### config.mk
export PLATFORM = sky130hd
export DESIGN_NAME = adder_tree_seq_ctrl
export DESIGN_NICKNAME = d
export VERILOG_FILES = /design/src/rtl/adder_tree_seq_ctrl.sv
export SDC_FILE = /design/constraint.sdc
export NUM_CORES = 1
export LEC_CHECK = 0
export ABC_AREA = 1
export ABC_CLOCK_PERIOD_IN_PS = 2480
export CORE_MARGIN = 1.5
export CORE_UTILIZATION = 30
export CTS_BUF_LIST = sky130_fd_sc_hd__clkbuf_16
export CTS_CLUSTER_DIAMETER = 80
export DETAILED_ROUTE_END_ITERATION = 10
export GPL_ROUTABILITY_DRIVEN = 0
export SLEW_MARGIN = 20
export SYNTH_ARGS = -nofsm -noshare
export SYNTH_HDL_FRONTEND = slang
export SYNTH_SLANG_ARGS = --single-unit
### constraint.sdc
create_clock -name clk -period 2.48 [get_ports clk]
set_input_delay 0.248 -clock clk [delete_from_list [all_inputs] [get_ports clk]]
set_output_delay 0.248 -clock clk [all_outputs]
set_load 0.05 [all_outputs]
### src/rtl/adder_tree_seq_ctrl.sv
// Issue/return sequencer for the registered INT16 adder tree.
// Tracks in-flight tiles with a latency-matched valid pipe and accumulates sums.
module adder_tree_seq_ctrl #(
  parameter int TREE_LAT = 4,
  parameter int SUM_W    = 16,
  parameter int ACC_W    = 32,
  parameter int CNT_W    = 8
) (
  input  logic             clk,
  input  logic             reset,
  input  logic             start,
  input  logic [CNT_W-1:0] num_tiles,
  input  logic             abort,
  input  logic             in_valid,
  output logic             in_ready,
  output logic             tree_en,
  input  logic [SUM_W-1:0] tree_sum,
  output logic             out_valid,
  input  logic             out_ready,
  output logic [ACC_W-1:0] out_data,
  output logic             busy,
  output logic             done
);

  typedef enum logic [1:0] {
    IDLE,
    ISSUE,
    DRAIN,
    HOLD
  } state_t;

  state_t state, state_nx;

  logic [CNT_W-1:0]        n_reg;
  logic [CNT_W-1:0]        issue_cnt;
  logic [CNT_W-1:0]        ret_cnt;
  logic [TREE_LAT-1:0]     vld_pipe;
  logic [TREE_LAT-1:0]     vld_nx;
  logic signed [ACC_W-1:0] acc;
  logic signed [ACC_W-1:0] sum_ext;
  logic                    fire;
  logic                    ret;
  logic                    last_issue;
  logic                    last_ret;
  logic                    hs;

  assign in_ready  = (state == ISSUE);
  assign fire      = in_valid & in_ready;
  assign tree_en   = fire;
  assign out_valid = (state == HOLD);
  assign out_data  = out_valid ? acc : '0;
  assign busy      = (state != IDLE);
  assign hs        = out_valid & out_ready;

  assign sum_ext = ACC_W'($signed(tree_sum));

  // Only tagged tree outputs count; bubbles carry garbage sums.
  assign ret = vld_pipe[TREE_LAT-1]
             & ((state == ISSUE) | (state == DRAIN));

  assign last_issue = fire
                    & ((issue_cnt + CNT_W'(1)) == n_reg);
  assign last_ret   = ret
                    & ((ret_cnt + CNT_W'(1)) == n_reg);

  always_comb begin
    vld_nx    = vld_pipe << 1;
    vld_nx[0] = fire;
  end

  always_comb begin
    state_nx = state;
    unique case (state)
      IDLE: begin
        if (start) begin
          state_nx = (num_tiles == '0) ? HOLD : ISSUE;
        end
      end
      ISSUE: begin
        if (last_issue) state_nx = DRAIN;
      end
      DRAIN: begin
        if (last_ret) state_nx = HOLD;
      end
      HOLD: begin
        if (out_ready) state_nx = IDLE;
      end
    endcase
    if (abort) state_nx = IDLE;
  end

  always_ff @(posedge clk or posedge reset) begin
    if (reset) state <= IDLE;
    else       state <= state_nx;
  end

  always_ff @(posedge clk or posedge reset) begin
    if (reset) begin
      acc       <= '0;
      n_reg     <= '0;
      issue_cnt <= '0;
      ret_cnt   <= '0;
      vld_pipe  <= '0;
      done      <= 1'b0;
    end else if (abort) begin
      acc       <= '0;
      n_reg     <= '0;
      issue_cnt <= '0;
      ret_cnt   <= '0;
      vld_pipe  <= '0;
      done      <= 1'b0;
    end else begin
      vld_pipe <= vld_nx;
      done     <= hs;
      if ((state == IDLE) && start) begin
        n_reg     <= num_tiles;
        acc       <= '0;
        issue_cnt <= '0;
        ret_cnt   <= '0;
      end else begin
        if (fire) issue_cnt <= issue_cnt + CNT_W'(1);
        if (ret) begin
          acc     <= acc + sum_ext;
          ret_cnt <= ret_cnt + CNT_W'(1);
        end
      end
    end
  end

endmodule

# ---- Yosys cells after proc, flatten, opt, wreduce, memory -nomap -nowiden
# Cells that the tools add are included.
dict set report word_totals {
  register_bits 63
  elab_cells 54
}
dict set report op_classes {
  addsub 3
  n_reduce_logical 8
  n_mux 21
  bitwise_logic 6
  n_eq_ne 9
}
# operator count
set op_table {}
lappend op_table {{two-way mux 32 bit} 4}
lappend op_table {{two-way mux 8 bit} 8}
lappend op_table {{adder 32 x 16 -> 32 bit} 1}
lappend op_table {{adder 8 x 1 -> 8 bit, second input constant} 2}
lappend op_table {{== test 8 bit} 2}
lappend op_table {{two-way mux 2 bit} 6}
lappend op_table {{zero test 8 bit} 1}
lappend op_table {{one-hot mux 2 bit (4 select lines)} 1}
lappend op_table {{!= test 3 x 2 -> 1 bit, second input constant} 2}
lappend op_table {{!= test 3 bit, second input constant} 2}
lappend op_table {{nonzero test 3 bit} 2}
lappend op_table {{AND 1 bit} 5}
lappend op_table {{== test 2 bit, second input constant} 2}
lappend op_table {{two-way mux 4 bit} 1}
lappend op_table {{AND reduction 4 bit} 1}
lappend op_table {{nonzero test 2 bit} 2}
lappend op_table {{== test 2 x 1 -> 1 bit, second input constant} 1}
lappend op_table {{zero test 2 bit} 1}
lappend op_table {{logical AND 1 bit} 1}
lappend op_table {{two-way mux 1 bit} 1}
lappend op_table {{bitwise OR 1 bit} 1}

# ---- Logic depth before layout (Yosys ltp)
dict set report depth {
  ltp_word 7
  mapped_depth 15
  mapped_depth_nobuf 15
}

# ---- Worst setup path after synthesis
# No wires, ideal clock.
dict set report synth_timing {
  kind {reg2out}
  from {register state[0]}
  to {output port out_data[29]}
  path_buffers 2
  stages_incl_launch_ff 6
  t_required_ns 2.232
  slack_ns 0.438
  arrival_ns 1.794
  path_cell_list {dfrtp_1 ha_1 clkbuf_1 clkbuf_1 nand2_1 inv_1}
}
dict set report synth_between {
  elab_chain_cells 2
}
# item line_no
set synth_lines {}
lappend synth_lines {{start: declaration} 32} ;# state_t state, state_nx;
lappend synth_lines {{start signal: assignment} 94} ;# else state <= state_nx;
lappend synth_lines {{== test 2 bit} 50} ;# assign out_valid = (state == HOLD);
lappend synth_lines {{via out_valid} 18} ;# output logic out_valid,
lappend synth_lines {{two-way mux 32 bit} 51} ;# assign out_data = out_valid ? acc : '0;
lappend synth_lines {{end: declaration} 20} ;# output logic [ACC_W-1:0] out_data,
# The timed path passes the listed nets, and every way through them passes these cells.

# ---- Worst setup path in the final report
dict set report layout_timing {
  from {input port tree_sum[0]}
  to {register acc[28]}
}
dict set report layout_between {
  elab_chain_cells 4
}
# item line_no
set layout_lines {}
lappend layout_lines {{start: declaration} 17} ;# input logic [SUM_W-1:0] tree_sum,
lappend layout_lines {{adder 32 x 16 -> 32 bit} 123} ;# acc <= acc + sum_ext;
lappend layout_lines {{two-way mux 32 bit} 122} ;# if (ret) begin
lappend layout_lines {{two-way mux 32 bit} 115} ;# if ((state == IDLE) && start) begin
lappend layout_lines {{two-way mux 32 bit} 105} ;# end else if (abort) begin
lappend layout_lines {{end signal: assignment} 123}
lappend layout_lines {{end: declaration} 39} ;# logic signed [ACC_W-1:0] acc;
# Every way passes these cells. The select of a mux whose other input is x is not followed.
# A chain may end at the register's enable or synchronous reset.

==> summary by stage <==
Drt
The via density per instance is 4.82. The DRC violations left is 0. In the final routed layout, each cell accounts on average for 13.5 µm. The detailed router placed 5,457 vias in this run. Once detail routing completed, the nets flagged for antenna violations numbered 0. The routed wire length is 15.3 mm. The violation count after the first detailed-route iteration is 329.

The first detailed-routing pass ran for 5 iterations.

Timing
The sum of negative setup slack is 0 ns. The worst pin sits at a relative slew slack of 64.8%. Setup repair after global routing left no endpoint under its margin. The worst path needs 2.24 ns of the cycle, external delays included. The slew at the pin closest to its max-slew limit is 0.527 ns. The number of slew-limit violations in the final report is 0.

In the finished design, the share of the clock period the worst path needs comes to 90.2%. The total setup violations reported at the end of the flow is 0. The maximum clock frequency is 0.447 GHz. The count of endpoints failing hold in the final timing report came to 0. For the final database, setup skew stands at 0.00535 ns. The minimum hold slack is 0.298 ns.

Worst setup path
The startpoint type of the worst setup path is an input port. The sort of element at the end of the critical path is a flip-flop. The class of the most critical setup path is input port to flip-flop. Along the worst path, the maximum fanout reaches 4. The startpoint identified for the worst register-to-register timing path is acc[0]. At the worst endpoint, the arrival time is 2.46 ns. The required arrival time at the worst endpoint is 2.71 ns.

The critical path starts at tree_sum[0].

Die
For this configuration, the core starts out at a cell density of 30.4%. The chip height is 135 µm. The die is 135 µm wide. The die covers 0.0182 mm². The placeable core region is 0.0172 mm². The count of pins on the block boundary is 67. The floorplan has 48 rows.

Global routing
The via count of the first global-routing pass is 5,363. The first global-routing pass estimated 26.0 mm of wire. The overall overflow remaining after global route is 0. The initial antenna violation count is 0. Entering global routing, the biggest net connects 64 pins. The total routing usage reported by global routing is 18.0%.

Run
The tool flagged a number of max-cap violations equal to 0.

Layout
The library cell used most frequently in the layout, excluding fill and tap cells, is sky130_fd_sc_hd__nand2_1. The register with the most flip-flops in the layout has 32 of them. Counting flops per register, the top entry is acc. Cells fill 40.9% of the core in the end. The proportion of layout cells with a drive suffix above 1 is 11.1%. The final layout contains 971 nets. The number of antenna diodes is 0. The library cells used most frequently in the layout, excluding fill and tap cells, are sky130_fd_sc_hd__nand2_1, sky130_fd_sc_hd__inv_1, sky130_fd_sc_hd__nor2_1, sky130_fd_sc_hd__o21ai_0, sky130_fd_sc_hd__dfrtp_1. The area added between synthesis and finish is 34.6%.

Synthesis
The number of flops mapped to enable cells by yosys is 0. In the synthesized netlist the dominant register cell turns out to be sky130_fd_sc_hd__dfrtp_1. Counting flops with an async set or reset pin after synthesis yields a share of 100%. Yosys printed 0 warnings. The mapped netlist covers 0.00522 mm². The post-synthesis sequential area ratio is 30.2%. The count of mapped cells out of synthesis is 809. Synthesis inferred 63 register bits. The net count of the mapped netlist is 878.

The count of cell types in the netlist is 36. Each instance of the synthesized netlist takes up on average 6.46 µm².

Clock network
Buffers added to address setup during post-CTS repair amount to 0. The number of buffers inserted for hold repair after clock tree synthesis is 0. TritonCTS built the clock tree. The number of buffers on the longest clock path is 2.

Clock-pin slew was measured on the worst setup and hold paths at 0.06 ns. The insertion delay of the later-clocked pin in the worst-skew pair is 0.35 ns. The clock root buffer is sky130_fd_sc_hd__clkbuf_16.

TritonCTS created 9 clock buffers. The clock net in this run drives a total of 63 sinks. The number of H-tree branching levels is 3.

Power
The worst IR drop on VDD is 367 µV. The power per unit of standard cell area is 489 mW/mm². The overall power of the completed layout is 3.43 mW. The static leakage is 3.51 nW.

Placed design
During placement, the flow inserted port buffers numbering 66. The sum of net half-perimeters after detailed placement is 11.9 mm.

Hold path
The type of the tightest min-delay check is input port to async pin.

Run status
The flow ran to the end, and the final reports show no timing, DRC or antenna violations.
[cell usage after synthesis, drive strengths merged (2+ instances only)]
cell type | count | share of area, %
dfrtp | 63 | 30
a21oi | 53 | 5.1
o22ai | 16 | 1.9
nand4 | 7 | 0.84
nor3 | 11 | 1.2
nor2 | 73 | 5.9
nand3b | 2 | 0.29
nand2 | 250 | 18
buf | 7 | 0.67
inv | 129 | 9.3
a32o | 2 | 0.38
o21ai | 74 | 7.4
clkbuf | 4 | 0.29
or2 | 2 | 0.24
ha | 38 | 9.1
xnor2 | 2 | 0.34
nand3 | 59 | 5.9
a21o | 2 | 0.29
xor2 | 3 | 0.50
o21a | 3 | 0.43
o21bai | 2 | 0.29
[metrics by stage]
stage	instances	instance area, µm²	worst slack, ns
3_5_place_dp	1116	6700	-0.0646
2_1_floorplan	809	5220	0.438
6_report	1132	7030	0.243
5_1_grt	1132	7030	0.0850
4_1_cts	1132	7030	0.0308
3_3_place_gp	1116	6700	-0.0578
[worst max-delay path: stages]
cell and delay [ns]:
sky130_fd_sc_hd__clkdlybuf4s50_1 0.52, sky130_fd_sc_hd__ha_1 0.21, sky130_fd_sc_hd__inv_1 0.07, sky130_fd_sc_hd__fa_1 0.41
sky130_fd_sc_hd__o21ai_2 0.27, sky130_fd_sc_hd__nand4_1 0.15, sky130_fd_sc_hd__nand3_1 0.21, sky130_fd_sc_hd__nand2_1 0.09
sky130_fd_sc_hd__nand2_1 0.10, sky130_fd_sc_hd__nand2_1 0.06, sky130_fd_sc_hd__nand2_1 0.05, sky130_fd_sc_hd__o21ai_0 0.07
[power by group]
part	switching, mW	internal (mW)	total (mW)	leakage [nW]
registers	0.0539	1.08	1.14	0.873
logic	0.546	0.304	0.850	2.48
clock network	0.554	0.893	1.45	0.157
[area by class of cell]
class / instances / area [µm²]
sequential: 63 / 1580
clock buffer: 9 / 225
timing repair buffer: 93 / 1250
inverter: 129 / 484
clock inverter: 7 / 103
multi-input combinational: 606 / 3110
tap: 225 / 282
fill: 1839 / 10100
[timing repair]
item,4_1_cts,5_1_grt
hold endpoints to repair,0,0
endpoints found under the setup margin,0,1
gates resized for setup,0,1
[cells by family (layout without fill, tap and decap cells)]
kind of cell | Yosys count | count (layout) | share of synthesized area [%]
buffers and inverters | 140 | 238 | 10.2
AOI/OAI and AO/OA | 156 | 156 | 16.5
and+or+nand+nor | 406 | 406 | 32.8
DFF | 63 | 63 | 30.2
adders and majority gates | 39 | 39 | 9.49
xor gates and xnor gates | 5 | 5 | 0.839
[routing by layer]
metal	vias up	track usage [%]	wire length, µm
met1	2492	22.8	6990
met2	127	30.9	7350
li1	2811	-	-
met3	27	3.08	625
met5	-	0	0
met4	0	6.03	345
[worst paths after layout]
kind	to	slack [ns]	depth (start not counted)
max	acc[28]	0.24	12
max in group asynchronous	acc[11]	1.90	3
min in group clk	vld_pipe[1]	0.47	2
min	acc[29]	0.30	3
min reg2reg	vld_pipe[1]	0.47	2
max reg2reg	acc[28]	0.31	11
Note: power is estimated with default switching activity, not from simulation.
